## src/rtl/pb_debounce_pkg.sv

```systemverilog
// Shared types and constants for the pushbutton debouncer.
package pb_debounce_pkg;

   // Per-channel debounce FSM encoding
   typedef enum logic {
      ST_STABLE   = 1'b0,
      ST_CHANGING = 1'b1
   } db_state_e;

   // 10 ms at 50 MHz
   localparam int unsigned DEBOUNCE_CYCLES_DEF = 500000;
   // Short qualification window for simulation
   localparam int unsigned DEBOUNCE_CYCLES_SIM = 8;
   // DE10-Lite has two KEY pins
   localparam int unsigned WIDTH_DEF           = 2;

endpackage

```

## src/rtl/pushbutton_debouncer_if.sv

```systemverilog
// Button pins in, debounced level and edge pulses out.
interface pushbutton_debouncer_if #(
   parameter int unsigned WIDTH = 2
);

   logic [WIDTH-1:0] key_n_in;
   logic [WIDTH-1:0] key_db;
   logic [WIDTH-1:0] press_pulse;
   logic [WIDTH-1:0] release_pulse;

   // Board / stimulus side
   modport master (
      output key_n_in,
      input  key_db,
      input  press_pulse,
      input  release_pulse
   );

   // Debouncer side
   modport slave (
      input  key_n_in,
      output key_db,
      output press_pulse,
      output release_pulse
   );

endinterface

```

## src/rtl/debounce_channel.sv

```systemverilog
// One button channel: 2-FF synchroniser, qualify counter FSM, registered pulses.
module debounce_channel
   import pb_debounce_pkg::*;
#(
   parameter int unsigned DEBOUNCE_CYCLES = DEBOUNCE_CYCLES_DEF
) (
   input  logic clk,
   input  logic reset,
   input  logic i_key_n,
   output logic o_key_db,
   output logic o_press_pulse,
   output logic o_release_pulse
);

   localparam int unsigned CNT_W = $clog2(DEBOUNCE_CYCLES);
   // The STABLE cycle that first sees the mismatch is the first qualifying
   // cycle, so CHANGING only needs DEBOUNCE_CYCLES-1 more; key_db then moves
   // exactly DEBOUNCE_CYCLES edges after sync_q first differs.
   localparam logic [CNT_W-1:0] CNT_LAST = CNT_W'(DEBOUNCE_CYCLES - 2);

   logic             r_sync_meta;
   logic             r_sync_q;
   db_state_e        r_state;
   logic [CNT_W-1:0] r_cnt;
   logic             r_key_db;
   logic             r_press;
   logic             r_release;

   db_state_e        w_state_nxt;
   logic [CNT_W-1:0] w_cnt_nxt;
   logic             w_key_db_nxt;
   logic             w_press_nxt;
   logic             w_release_nxt;
   logic             w_mismatch;

   // Two-flop synchroniser for the asynchronous pin; resets to released
   always_ff @(posedge clk) begin
      if (reset) begin
         r_sync_meta <= 1'b1;
         r_sync_q    <= 1'b1;
      end else begin
         r_sync_meta <= i_key_n;
         r_sync_q    <= r_sync_meta;
      end
   end

   assign w_mismatch = (r_sync_q != r_key_db);

   // State, counter, debounced level and pulse registers
   always_ff @(posedge clk) begin
      if (reset) begin
         r_state   <= ST_STABLE;
         r_cnt     <= '0;
         r_key_db  <= 1'b1;
         r_press   <= 1'b0;
         r_release <= 1'b0;
      end else begin
         r_state   <= w_state_nxt;
         r_cnt     <= w_cnt_nxt;
         r_key_db  <= w_key_db_nxt;
         r_press   <= w_press_nxt;
         r_release <= w_release_nxt;
      end
   end

   // Qualification: any bounce back returns to STABLE with no credit kept
   always_comb begin
      w_state_nxt   = r_state;
      w_cnt_nxt     = '0;
      w_key_db_nxt  = r_key_db;
      w_press_nxt   = 1'b0;
      w_release_nxt = 1'b0;
      case (r_state)
         ST_STABLE: begin
            if (w_mismatch) begin
               w_state_nxt = ST_CHANGING;
            end
         end
         ST_CHANGING: begin
            if (!w_mismatch) begin
               w_state_nxt = ST_STABLE;
            end else if (r_cnt == CNT_LAST) begin
               w_state_nxt   = ST_STABLE;
               w_key_db_nxt  = r_sync_q;
               w_press_nxt   = ~r_sync_q;
               w_release_nxt = r_sync_q;
            end else begin
               w_cnt_nxt = r_cnt + CNT_W'(1);
            end
         end
      endcase
   end

   assign o_key_db        = r_key_db;
   assign o_press_pulse   = r_press;
   assign o_release_pulse = r_release;

endmodule

```

## src/rtl/pushbutton_debouncer.sv

```systemverilog
// Debounces the raw KEY pins; key_db feeds the pushbutton PIO in_port.
module pushbutton_debouncer
   import pb_debounce_pkg::*;
#(
   parameter int unsigned WIDTH           = WIDTH_DEF,
   parameter int unsigned DEBOUNCE_CYCLES = DEBOUNCE_CYCLES_DEF
) (
   input  logic                 clk,
   input  logic                 reset,
   pushbutton_debouncer_if.slave bus
);

   // One fully independent channel per button
   for (genvar gi = 0; gi < WIDTH; gi++) begin : g_ch
      debounce_channel #(
         .DEBOUNCE_CYCLES (DEBOUNCE_CYCLES)
      ) u_ch (
         .clk             (clk),
         .reset           (reset),
         .i_key_n         (bus.key_n_in[gi]),
         .o_key_db        (bus.key_db[gi]),
         .o_press_pulse   (bus.press_pulse[gi]),
         .o_release_pulse (bus.release_pulse[gi])
      );
   end

endmodule

```

## src/flat_wrapper.sv

```systemverilog
// flat-port wrapper written by rule: the top's interface ports become plain ports
module pushbutton_debouncer_flat import pb_debounce_pkg::*;
#(
   parameter int unsigned WIDTH           = WIDTH_DEF,
   parameter int unsigned DEBOUNCE_CYCLES = DEBOUNCE_CYCLES_DEF
)
  (clk, reset, bus_key_n_in, bus_key_db, bus_press_pulse, bus_release_pulse);
  pushbutton_debouncer_if #(.WIDTH(WIDTH)) bus_i ();
  input  logic clk;
  input  logic reset;
  input wire logic [$bits(bus_i.key_n_in)-1:0] bus_key_n_in;
  output wire logic [$bits(bus_i.key_db)-1:0] bus_key_db;
  output wire logic [$bits(bus_i.press_pulse)-1:0] bus_press_pulse;
  output wire logic [$bits(bus_i.release_pulse)-1:0] bus_release_pulse;
  assign bus_i.key_n_in = bus_key_n_in;
  assign bus_key_db = bus_i.key_db;
  assign bus_press_pulse = bus_i.press_pulse;
  assign bus_release_pulse = bus_i.release_pulse;
  pushbutton_debouncer #(.WIDTH(WIDTH), .DEBOUNCE_CYCLES(DEBOUNCE_CYCLES)) u_core (.clk(clk), .reset(reset), .bus(bus_i));
endmodule
```

## config.mk

```make
export PLATFORM = sky130hd
export DESIGN_NAME = pushbutton_debouncer_flat
export DESIGN_NICKNAME = d
export VERILOG_FILES = /design/src/rtl/pb_debounce_pkg.sv /design/src/rtl/pushbutton_debouncer_if.sv /design/src/rtl/debounce_channel.sv /design/src/rtl/pushbutton_debouncer.sv /design/src/flat_wrapper.sv
export SDC_FILE = /design/constraint.sdc
export NUM_CORES = 1
export LEC_CHECK = 0
export BUFFER_PORTS_ARGS = -buffer_cell sky130_fd_sc_hd__buf_2
export CORE_MARGIN = 2
export CORE_UTILIZATION = 63
export CTS_CLUSTER_SIZE = 16
export DETAILED_ROUTE_END_ITERATION = 10
export PLACE_DENSITY = 0.79
export SLEW_MARGIN = 10
export SYNTH_ARGS = -nofsm -noshare
export SYNTH_HDL_FRONTEND = slang
export SYNTH_HIERARCHICAL = 1
export SYNTH_SLANG_ARGS = --single-unit
```

## constraint.sdc

```tcl
create_clock -name clk -period 4.45 [get_ports clk]
set_clock_uncertainty 0.1 [all_clocks]
set_input_delay 0.89 -clock clk [delete_from_list [all_inputs] [get_ports clk]]
set_output_delay 0.89 -clock clk [all_outputs]
set_load 0.005 [all_outputs]
```

==> impl_metrics.toml <==
[setup_path]
worst_r2r_path_depth = 4
critical_path.endpoint_type = "register"
crit_fanout = 19
setup.worst_path.start_class = "register"
startpoint = "u_core/g_ch[1].u_ch/r_cnt[11]"
rr_startpoint = "u_core/g_ch[1].u_ch/r_cnt[11]"
worst-setup-path-type = "reg2reg"
cp.required_ps = 4580
arrival_time_at_the_worst_endpoint_ps = 2330

[cells_and_area]
final_nets = 258
antennaDiodeCount = 0
regArea_mm2 = 0.001001
final_layout_size_suffix_gt1_share_pct = 13.55
synthToLayoutAreaGrowth_pct = 8.358
final-instance-count-excl-fill = 297
multi_input_area_mm2 = 0.001115
fillCellCount = 264

[clock_network]
clock_tree.htree_level_count = 2
cts.root.buffer_cell = "sky130_fd_sc_hd__clkbuf_4"
cts.hold.buffers_added = 0
cts-resized-gates = 0
cts.clk_slew.worst_paths_ps = 130
cts.sinks = 50
deepest_clock_path_buffer_count = 2
cts-buffers-inserted = 5
clock_tree_from_tritoncts = "yes"
clk-insertion-delay-late_ps = 350
cts_setup_buffers = 0

[detailed_routing]
initialDrtViolationCount = 128
detail_routed_net_length_per_standard_cell_um = 12.33
via_count = 1715
route.detailed.drc = 0
dr.pass1.iters = 7
drt-vias-per-instance = 5.774
route.antenna.remaining_nets = 0
wire_length_after_detailed_routing_um = 3662

[die]
core.rowCount = 21
die_w_um = 62.70
floorplan.die_area_mm2 = 0.003931
floorplan.die.height_um = 62.70
start_util_pct = 65.57
io_pins = 10
core_region_area_mm2 = 0.003311

[timing]
post-route-period-util_pct = 49.51
grt_setup_unrepaired = "no"
final_worst_path_period_need_ps = 2203
finalHoldViolCount = 0
maxSlewViolCount = 0
clock.fmax_mhz = 453.9
finalSetupViolations = 0
max_slew_margin_pct = 42.48
setup_tns_ps = 0
max_slew.worst_pin.slew_ps = 860.3

[pwr]
ir_drop_uv = 196.9
leakagePower_nw = 0.7785
power-per-cell-area_mw_per_mm2 = 332.9

[global_routing]
grt_use_total_pct = 22.20
grt_pass1_wl_um = 7107
grt_pass1_vias = 1678
grt_max_degree = 20
initial_antenna_violation_count = 0
overflow = 0

[yosys]
synthesis.instances = 240
avgSynthCellArea_um2 = 9.045
ys_seq_elements = 50
synthDistinctLibCells = 41
synth_sequential_area_ratio_pct = 46.11
mappedNetlistNets = 248
synthesis.area_mm2 = 0.002171
synth_warnings = 6

[place]
detailed_place_hpwl_um = 2515
gp_congestion = 0.7589
dpl.cell_count = 289
io_buffer_count = 9

[min_path]
worstHoldPathCells = 1
min-delay-start = "u_core/g_ch[0].u_ch/r_sync_meta"
holdCritPathClass = "reg2reg"

[run_status]
run_status = "finished clean"

[job]
cap_viol_max_count = 0
==> flip-flops by register name (all words and copies together) (netlist names) <==
| register | flops |
|---|---|
| u_core/g_ch.u_ch/o_press_pulse | 2 |
| u_core/g_ch.u_ch/r_sync_q | 2 |
| u_core/g_ch.u_ch/r_state | 2 |
| u_core/g_ch.u_ch/r_cnt | 38 |
| u_core/g_ch.u_ch/r_sync_meta | 2 |
| u_core/g_ch.u_ch/o_release_pulse | 2 |
| u_core/g_ch.u_ch/o_key_db | 2 |
==> worst paths after layout <==
| check | endpoint | slack [ps] |
|---|---|---|
| setup / recovery | u_core/g_ch[1].u_ch/r_cnt[10] | 2250 |
| hold / removal | u_core/g_ch[0].u_ch/r_sync_q | 330 |
| setup reg to reg | u_core/g_ch[1].u_ch/r_cnt[10] | 2250 |
| hold reg to reg | u_core/g_ch[0].u_ch/r_sync_q | 330 |
==> cells in the mapped netlist, drive strengths merged <==
cell type | count | area (um^2)
nor4b | 1 | 8.760
nand4b | 1 | 8.760
or3 | 10 | 73.82
o211ai | 2 | 25.02
inv | 6 | 22.52
nor3 | 5 | 25.02
and4b | 1 | 10.01
and3 | 10 | 65.06
a21oi | 15 | 78.83
or4 | 6 | 48.80
nand4 | 4 | 31.28
o31ai | 6 | 45.04
nand3 | 22 | 115.1
and4 | 2 | 17.52
nor2 | 26 | 97.59
a211o | 1 | 8.760
dfxtp | 50 | 1001
clkbuf | 2 | 7.510
and2 | 3 | 20.02
xor2 | 15 | 131.4
xnor2 | 6 | 52.55
o21ai | 8 | 40.04
buf | 4 | 25.02
ha | 4 | 50.05
nand2b | 4 | 25.02
nand2 | 14 | 55.06
nor4 | 5 | 31.28
a41oi | 1 | 8.760
or4b | 1 | 10.01
or2 | 5 | 31.28
==> through the flow <==
stage                     worst slack [ps]  total power, mW  utilization (%)  instance area, um^2  hold WS (ps)
after global placement                2289           0.4672            67.69                 2241         293.7
after CTS                             2233           0.7924            71.05                 2352         328.5
after floorplan                       2464           0.4642                -                 2171         289.5
after global routing                  2032           0.8097            71.05                 2352         359.0
after detailed placement              2247           0.4674            67.69                 2241         296.8
final                                 2247           0.7831            71.05                 2352         326.1
==> placed cells by master, fill, tap and decap left out, drive strengths merged, types with 2 or more instances in the layout <==
cell type / count
a21oi: 15
and2: 3
and3: 10
and4: 2
buf: 9
bufinv: 2
clkbuf: 6
dfxtp: 50
ha: 4
inv: 6
nand2: 14
nand2b: 4
nand3: 22
nand4: 4
nor2: 26
nor3: 5
nor4: 5
o211ai: 2
o21ai: 8
o31ai: 6
or2: 5
or3: 10
or4: 6
xnor2: 6
xor2: 15
==> logic make-up (layout without fill, tap and decap cells) <==
kind of cell	count (synthesis)	after routing	synth area share [%]
XOR/XNOR	21	21	8.473
buffers and inverters	12	23	2.536
adder cells (fa/ha/maj)	4	4	2.306
flip-flops	50	50	46.11
AO/OA/AOI/OAI	33	33	9.510
AND/OR/NAND/NOR	120	120	31.07
==> layout make-up <==
class                           instances  share of cell area [%]
Multi-Input combinational cell        178                   47.39
Clock inverter                          2                   2.553
Timing Repair Buffer                    9                   1.915
Sequential cell                        50                   42.55
Tap cell                               46                   2.447
Inverter                                6                  0.9574
Clock buffer                            6                   2.181
==> critical path, stage by stage, from the launching register on <==
cell                       delay (ps)
sky130_fd_sc_hd__dfxtp_1          370
sky130_fd_sc_hd__or4b_1           500
sky130_fd_sc_hd__or3_4            350
sky130_fd_sc_hd__o211ai_2         650
sky130_fd_sc_hd__nor2_1           110
==> report_power, final <==
part | leakage (nW) | switching, mW | internal, mW | total (mW)
Sequential | 0.404 | 0.00115 | 0.450 | 0.451
Combinational | 0.316 | 0.00338 | 0.00313 | 0.00651
Clock | 0.0585 | 0.135 | 0.190 | 0.326
Total | 0.778 | 0.140 | 0.643 | 0.783
==> layer usage <==
layer | vias up | part of all wire [%] | track usage [%]
li1 | 873 | - | -
met1 | 810 | 51 | 29.40
met2 | 25 | 45 | 35.48
met3 | 7 | 2.6 | 4.505
met4 | 0 | 1.6 | 9.167
met5 | - | 0 | 0
No activity file was read; power rests on OpenSTA's default activity.
